$ cat src/rtl/uart_bus_bridge.sv
// UART command-frame bridge: decodes 0x57/0x52 read/write frames popped from the
// uartx2 receiver, runs one register-bus transaction, and pushes ACK/NAK (+read data).
//   state  | meaning
//   IDLE   | hunting for a command byte, discarding anything else
//   ADDRH  | waiting for address high byte
//   ADDRL  | waiting for address low byte
//   DATA   | waiting for write data (writes only)
//   CSUM   | waiting for checksum byte, then decide BUS or NAK
//   BUS    | request held on the register bus until ack or timeout
//   RESP1  | pushing ACK/NAK to the transmitter
//   RESP2  | pushing captured read data
module uart_bus_bridge #(
  parameter int RX_TIMEOUT  = 50000,
  parameter int BUS_TIMEOUT = 255
) (
  input  logic        clk,
  input  logic        nreset,
  input  logic        rx_valid,
  input  logic [7:0]  rxdata,
  input  logic [7:0]  rx_status,
  output logic        read_rx,
  input  logic        tx_empty,
  output logic [7:0]  txdata,
  output logic        write_tx,
  output logic [15:0] bus_addr,
  output logic [7:0]  bus_wdata,
  output logic        bus_write,
  output logic        bus_read,
  input  logic [7:0]  bus_rdata,
  input  logic        bus_ack,
  output logic        busy,
  output logic [7:0]  err_count
);

  localparam int RXW = $clog2(RX_TIMEOUT + 1);
  localparam int BTW = $clog2(BUS_TIMEOUT + 1);
  localparam logic [7:0] CMD_WR = 8'h57;
  localparam logic [7:0] CMD_RD = 8'h52;
  localparam logic [7:0] ACK    = 8'h06;
  localparam logic [7:0] NAK    = 8'h15;

  typedef enum logic [2:0] {
    S_IDLE, S_ADDRH, S_ADDRL, S_DATA, S_CSUM, S_BUS, S_RESP1, S_RESP2
  } state_t;

  state_t           r_state, w_state_nxt;
  logic             r_cmd_wr, w_cmd_wr_nxt;
  logic [7:0]       r_sum, w_sum_nxt;
  logic             r_bad, w_bad_nxt;
  logic [RXW-1:0]   r_rx_tmr, w_rx_tmr_nxt;
  logic [BTW-1:0]   r_bus_tmr, w_bus_tmr_nxt;
  logic [7:0]       r_resp, w_resp_nxt;
  logic [7:0]       r_rdata, w_rdata_nxt;
  logic             r_rd_ok, w_rd_ok_nxt;
  logic             r_read_rx, w_read_rx_nxt;
  logic             r_write_tx, w_write_tx_nxt;
  logic [7:0]       r_txdata, w_txdata_nxt;
  logic [15:0]      r_bus_addr, w_addr_nxt;
  logic [7:0]       r_bus_wdata, w_wdata_nxt;
  logic             r_bus_write, w_bus_write_nxt;
  logic             r_bus_read, w_bus_read_nxt;
  logic             r_busy, w_busy_nxt;
  logic [7:0]       r_err_count, w_err_nxt;

  logic             w_pop;
  logic             w_rx_err;
  logic [7:0]       w_sum_add;
  logic             w_unused_status;

  // read_rx high blocks a second pop of the byte the UART has not yet retired
  assign w_pop           = rx_valid && !r_read_rx;
  assign w_rx_err        = rx_status[3] | rx_status[4];
  assign w_sum_add       = r_sum + rxdata;
  assign w_unused_status = ^{rx_status[7:5], rx_status[2:0]};

  always_ff @(posedge clk or negedge nreset) begin
    if (!nreset) begin
      r_state     <= S_IDLE;
      r_cmd_wr    <= 1'b0;
      r_sum       <= '0;
      r_bad       <= 1'b0;
      r_rx_tmr    <= '0;
      r_bus_tmr   <= '0;
      r_resp      <= '0;
      r_rdata     <= '0;
      r_rd_ok     <= 1'b0;
      r_read_rx   <= 1'b0;
      r_write_tx  <= 1'b0;
      r_txdata    <= '0;
      r_bus_addr  <= '0;
      r_bus_wdata <= '0;
      r_bus_write <= 1'b0;
      r_bus_read  <= 1'b0;
      r_busy      <= 1'b0;
      r_err_count <= '0;
    end else begin
      r_state     <= w_state_nxt;
      r_cmd_wr    <= w_cmd_wr_nxt;
      r_sum       <= w_sum_nxt;
      r_bad       <= w_bad_nxt;
      r_rx_tmr    <= w_rx_tmr_nxt;
      r_bus_tmr   <= w_bus_tmr_nxt;
      r_resp      <= w_resp_nxt;
      r_rdata     <= w_rdata_nxt;
      r_rd_ok     <= w_rd_ok_nxt;
      r_read_rx   <= w_read_rx_nxt;
      r_write_tx  <= w_write_tx_nxt;
      r_txdata    <= w_txdata_nxt;
      r_bus_addr  <= w_addr_nxt;
      r_bus_wdata <= w_wdata_nxt;
      r_bus_write <= w_bus_write_nxt;
      r_bus_read  <= w_bus_read_nxt;
      r_busy      <= w_busy_nxt;
      r_err_count <= w_err_nxt;
    end
  end

  always_comb begin
    w_state_nxt     = r_state;
    w_cmd_wr_nxt    = r_cmd_wr;
    w_sum_nxt       = r_sum;
    w_bad_nxt       = r_bad;
    w_rx_tmr_nxt    = r_rx_tmr;
    w_bus_tmr_nxt   = r_bus_tmr;
    w_resp_nxt      = r_resp;
    w_rdata_nxt     = r_rdata;
    w_rd_ok_nxt     = r_rd_ok;
    w_read_rx_nxt   = 1'b0;
    w_write_tx_nxt  = 1'b0;
    w_txdata_nxt    = r_txdata;
    w_addr_nxt      = r_bus_addr;
    w_wdata_nxt     = r_bus_wdata;
    w_bus_write_nxt = r_bus_write;
    w_bus_read_nxt  = r_bus_read;
    w_err_nxt       = r_err_count;

    case (r_state)
      S_IDLE: begin
        if (w_pop) begin
          w_read_rx_nxt = 1'b1;
          w_rx_tmr_nxt  = RXW'(RX_TIMEOUT - 1);
          if (rxdata == CMD_WR || rxdata == CMD_RD) begin
            w_cmd_wr_nxt = (rxdata == CMD_WR);
            w_sum_nxt    = rxdata;
            w_bad_nxt    = 1'b0;
            w_state_nxt  = S_ADDRH;
          end
        end
      end
      S_ADDRH, S_ADDRL, S_DATA, S_CSUM: begin
        if (w_pop) begin
          w_read_rx_nxt = 1'b1;
          w_sum_nxt     = w_sum_add;
          w_bad_nxt     = r_bad | w_rx_err;
          w_rx_tmr_nxt  = RXW'(RX_TIMEOUT - 1);
          case (r_state)
            S_ADDRH: begin
              w_addr_nxt[15:8] = rxdata;
              w_state_nxt      = S_ADDRL;
            end
            S_ADDRL: begin
              w_addr_nxt[7:0] = rxdata;
              w_state_nxt     = r_cmd_wr ? S_DATA : S_CSUM;
            end
            S_DATA: begin
              w_wdata_nxt = rxdata;
              w_state_nxt = S_CSUM;
            end
            default: begin
              if (w_sum_add != 8'h00 || r_bad || w_rx_err) begin
                w_resp_nxt  = NAK;
                w_rd_ok_nxt = 1'b0;
                w_state_nxt = S_RESP1;
              end else begin
                w_bus_write_nxt = r_cmd_wr;
                w_bus_read_nxt  = !r_cmd_wr;
                w_bus_tmr_nxt   = BTW'(BUS_TIMEOUT - 1);
                w_state_nxt     = S_BUS;
              end
            end
          endcase
        end else if (r_rx_tmr == '0) begin
          // stalled frame is abandoned without any response
          w_state_nxt = S_IDLE;
        end else begin
          w_rx_tmr_nxt = r_rx_tmr - RXW'(1);
        end
      end
      S_BUS: begin
        // ack is checked first so it wins a tie with the final timeout cycle
        if (bus_ack) begin
          w_bus_write_nxt = 1'b0;
          w_bus_read_nxt  = 1'b0;
          w_resp_nxt      = ACK;
          w_rd_ok_nxt     = !r_cmd_wr;
          if (!r_cmd_wr) w_rdata_nxt = bus_rdata;
          w_state_nxt     = S_RESP1;
        end else if (r_bus_tmr == '0) begin
          w_bus_write_nxt = 1'b0;
          w_bus_read_nxt  = 1'b0;
          w_resp_nxt      = NAK;
          w_rd_ok_nxt     = 1'b0;
          w_state_nxt     = S_RESP1;
        end else begin
          w_bus_tmr_nxt = r_bus_tmr - BTW'(1);
        end
      end
      S_RESP1: begin
        if (tx_empty && !r_write_tx) begin
          w_write_tx_nxt = 1'b1;
          w_txdata_nxt   = r_resp;
          if (r_resp == NAK && r_err_count != 8'hFF) w_err_nxt = r_err_count + 8'd1;
          w_state_nxt    = r_rd_ok ? S_RESP2 : S_IDLE;
        end
      end
      S_RESP2: begin
        // write_tx still high on the cycle after RESP1's push spaces the pushes 2 cycles apart
        if (tx_empty && !r_write_tx) begin
          w_write_tx_nxt = 1'b1;
          w_txdata_nxt   = r_rdata;
          w_state_nxt    = S_IDLE;
        end
      end
      default: w_state_nxt = S_IDLE;
    endcase

    w_busy_nxt = (w_state_nxt != S_IDLE);
  end

  assign read_rx   = r_read_rx;
  assign write_tx  = r_write_tx;
  assign txdata    = r_txdata;
  assign bus_addr  = r_bus_addr;
  assign bus_wdata = r_bus_wdata;
  assign bus_write = r_bus_write;
  assign bus_read  = r_bus_read;
  assign busy      = r_busy;
  assign err_count = r_err_count;

endmodule

$ cat config.mk
export PLATFORM = sky130hd
export DESIGN_NAME = uart_bus_bridge
export DESIGN_NICKNAME = d
export VERILOG_FILES = /design/src/rtl/uart_bus_bridge.sv
export SDC_FILE = /design/constraint.sdc
export NUM_CORES = 1
export LEC_CHECK = 0
export BUFFER_PORTS_ARGS = -buffer_cell sky130_fd_sc_hd__buf_2
export CAP_MARGIN = 20
export CORE_MARGIN = 2
export CORE_UTILIZATION = 51
export DETAILED_ROUTE_END_ITERATION = 8
export PLACE_DENSITY = 0.76
export SYNTH_ARGS = -nofsm -noshare
export SYNTH_HDL_FRONTEND = slang
export SYNTH_SLANG_ARGS = --single-unit
$ cat constraint.sdc
create_clock -name clk -period 2.5 [get_ports clk]
set_input_delay 0.125 -clock clk [delete_from_list [all_inputs] [get_ports clk]]
set_output_delay 0.125 -clock clk [all_outputs]
set_load 0.005 [all_outputs]
==> impl_metrics.py <==
metrics = {
    "worst_setup_path": {
        "crit_arrival_ns": 2.79,
        "cp_max_fo": 5,
        "end_kind": "flip-flop",
        "required_ns": 2.76,
        "crit_type": "reg -> reg",
        "critPathLaunchType": "flip-flop",
    },
    "sta": {
        "worst_slack_ns": -0.03545,
        "final_max_slew_viol_count": 0,
        "slew_headroom_pct": 50.66,
        "setup_violations": 1,
        "min_period_over_period_pct": 101.4,
        "finClkSkew_ns": 0.01210,
        "tightest_slew_ns": 0.7345,
        "period_needed_ns": 2.535,
        "rsz0062_at_grt": "true",
        "finalHoldViolCount": 0,
        "fmax_mhz": 394.4,
    },
    "detailed_routing": {
        "via_per_inst": 5.781,
        "vias": 3804,
        "dr.pass1.iters": 5,
        "route.detailed.drc": 0,
        "antenna_left": 0,
        "wirelength_mm": 11.19,
        "wl_per_cell_um": 17.01,
        "drt_iter0_drc": 147,
    },
    "synthesis": {
        "synth_top_cell_by_area": "dfrtp_1",
        "synth-seq-cells": 94,
        "yosysUniqueCellTypes": 64,
        "synthArstFlopShare_pct": 100.0,
        "synth_cells": 438,
        "synth-main-ff-cell": "dfrtp_1",
        "synth_area_per_cell_um2": 10.52,
        "synth_edf_count": 0,
        "syn_nets": 478,
        "synth_top_area_share_pct": 51.06,
        "yosysWarningCount": 0,
        "synth_area_leaders": "dfrtp_1, mux2_2, nand2_1",
        "synth-seq-area-share_pct": 51.06,
        "syn_area_um2": 4607,
    },
    "global_route": {
        "grt_pass1_wl_mm": 18.01,
        "grt.total_usage_pct": 22.89,
        "globalRouteOverflowTotal": 0,
        "antenna_found_initial": 0,
        "grt_max_degree": 60,
        "grt_pass1_vias": 3722,
    },
    "power_and_ir_drop": {
        "ir_worst_vdd_v": 0.0003902,
        "powerDensity_nw_per_um2": 1006,
        "p_leak_nw": 2.704,
    },
    "clock_network": {
        "h-tree-depth": 3,
        "path_clk_slew_ns": 0.10,
        "cts_sinks": 94,
        "clock-root-buffer": "clkbuf_8",
        "clockBufferDepth": 2,
        "cts-buffers-inserted": 9,
        "cts_tree": "done",
        "clk-insertion-delay-late_ns": 0.36,
    },
    "floorplan": {
        "ios": 74,
        "num_rows": 34,
        "dieArea_um2": 9810,
        "fp.dieW_um": 99.05,
        "initial_core_util_pct": 52.83,
        "fp.dieH_um": 99.05,
        "core_um2": 8721,
    },
    "run_status": {
        "status": "complete, but fails checks",
        "violations": "setup timing",
    },
    "placed_design": {
        "place_congestion": 0.9196,
        "port_buffers": 67,
        "dpl.hpwl_mm": 7.584,
        "placed_cells": 626,
    },
    "final_layout": {
        "fin_cells": 658,
        "drive_above_1_share_pct": 33.64,
        "n_antenna_cell": 0,
        "syn_to_final_growth_pct": 26.24,
        "final_core_util_pct": 66.69,
        "nets": 586,
    },
    "job": {
        "drv_cap": 0,
    },
    "min_path": {
        "hold_class": "in -> reg",
    },
}
==> logic make-up (layout without fill, tap and decap cells) <==
kind of cell    after synthesis  in the layout  synth area share, %
buf+inv                      30            142                2.444
mux                          35             35                8.446
simple gates                159            159                17.11
flops                        94             94                51.06
fa+ha+maj                    11             11                3.150
xor+xnor                     22             22                4.182
compound gates               87             87                13.61
==> stage by stage <==
step | setup slack, ns | TNS [ns] | hold slack, ns | instance area, um^2 | total power, W
floorplan | -0.03979 | -0.03979 | -0.1706 | 4671 | 0.003645
global placement | -0.05930 | -0.4203 | 0.1147 | 5295 | 0.004370
detailed placement | -0.1117 | -0.7818 | 0.1215 | 5295 | 0.004466
CTS | -0.02333 | -0.07661 | 0.002468 | 5630 | 0.005608
global route | -0.1121 | -0.8550 | 0.003295 | 5816 | 0.006239
finish | -0.03545 | -0.03545 | 0.006401 | 5816 | 0.005849
==> cell usage after synthesis, types with 4 or more instances <==
cell type,n
mux2_2,31
nor2b_1,6
nand3_1,13
nand2b_1,5
o21ai_0,16
or3_1,4
xor2_1,12
mux2i_1,4
and3_1,7
dfrtp_1,94
a21oi_1,19
inv_1,18
a22o_1,4
nor2_1,40
ha_1,10
nand2_1,47
xnor2_1,10
nor3_1,11
a31oi_1,4
clkbuf_1,11
nor3b_1,4
==> state kept, by name, indices dropped and copies added (netlist names) <==
name	flops
bus_wdata	8
r_rd_ok	1
read_rx	1
bus_read	1
err_count	8
r_rdata	8
write_tx	1
r_sum	8
txdata	8
r_resp	3
bus_addr	16
r_rx_tmr	16
r_cmd_wr	1
r_state	3
busy	1
bus_write	1
r_bad	1
r_bus_tmr	8
==> cell usage in the layout (no fill, tap or decap), types with 3 or more instances in the layout <==
cell type,count
a21oi_2,6
a31oi_1,4
or3_1,4
a21oi_1,12
clkbuf_8,10
ha_1,4
nand3_1,13
nand2_1,46
a22o_1,4
o31ai_1,3
nand2b_1,5
and3_1,7
buf_4,30
dfrtp_1,94
mux2_2,30
ha_4,6
o211ai_1,3
a31o_2,3
xnor2_1,9
a32o_1,3
xor2_1,12
dlygate4sd3_1,8
nor2b_1,6
nor3b_1,4
nor2_1,39
inv_1,18
buf_6,3
mux2i_1,4
o21ai_0,15
and2_1,3
nor3_1,10
buf_2,66
o21ai_1,3
==> area by class of cell <==
cell class,instances,area (um^2)
Timing Repair Buffer,108,689.4
Tap cell,108,135.1
Fill cell,669,2905
Inverter,19,71.32
Sequential cell,94,2352
Clock buffer,10,137.6
Multi-Input combinational cell,314,2372
Clock inverter,5,57.56
==> report_power, final <==
| part | switching, W | internal, W |
|---|---|---|
| Clock | 0.000547 | 0.000489 |
| Combinational | 0.00134 | 0.00123 |
| Sequential | 0.000298 | 0.00194 |
==> path summary, 6_finish.rpt <==
path,cells past startpoint,slack [ns],start,end
setup / recovery,8,-0.04,r_sum[6],r_bus_tmr[0]
hold / removal,2,0.006,bus_rdata[4],r_rdata[4]
setup reg to reg,8,-0.04,r_sum[6],r_bus_tmr[0]
hold reg to reg,2,0.48,txdata[0],txdata[0]
max in group asynchronous,3,1.57,nreset,r_state[2]
min in group asynchronous,2,0.26,nreset,r_sum[3]
==> routing by layer <==
layer  vias to the layer above  track usage [%]  wire [um]
li1                       1775                -          -
met2                        76            38.10       5714
met4                         0            7.587        151
met3                        15            3.262        352
met5                         -                0          0
met1                      1938            31.03       4974
==> what timing repair did <==
item,CTS,global route
setup endpoints to repair,11,25
hold buffers,7,1
setup buffers,4,5
endpoints found under the hold margin,41,1
pin swaps,7,16
gates resized for setup,8,24
==> worst max-delay path: stages (launching register included) <==
cell	delay, ns
dfrtp_1	0.43
ha_4	0.29
nand2_2	0.06
or4b_4	0.55
a21o_1	0.24
a2111oi_4	0.32
buf_6	0.20
a21oi_4	0.07
mux2_4	0.28
No activity file was read; power rests on OpenSTA's default activity.
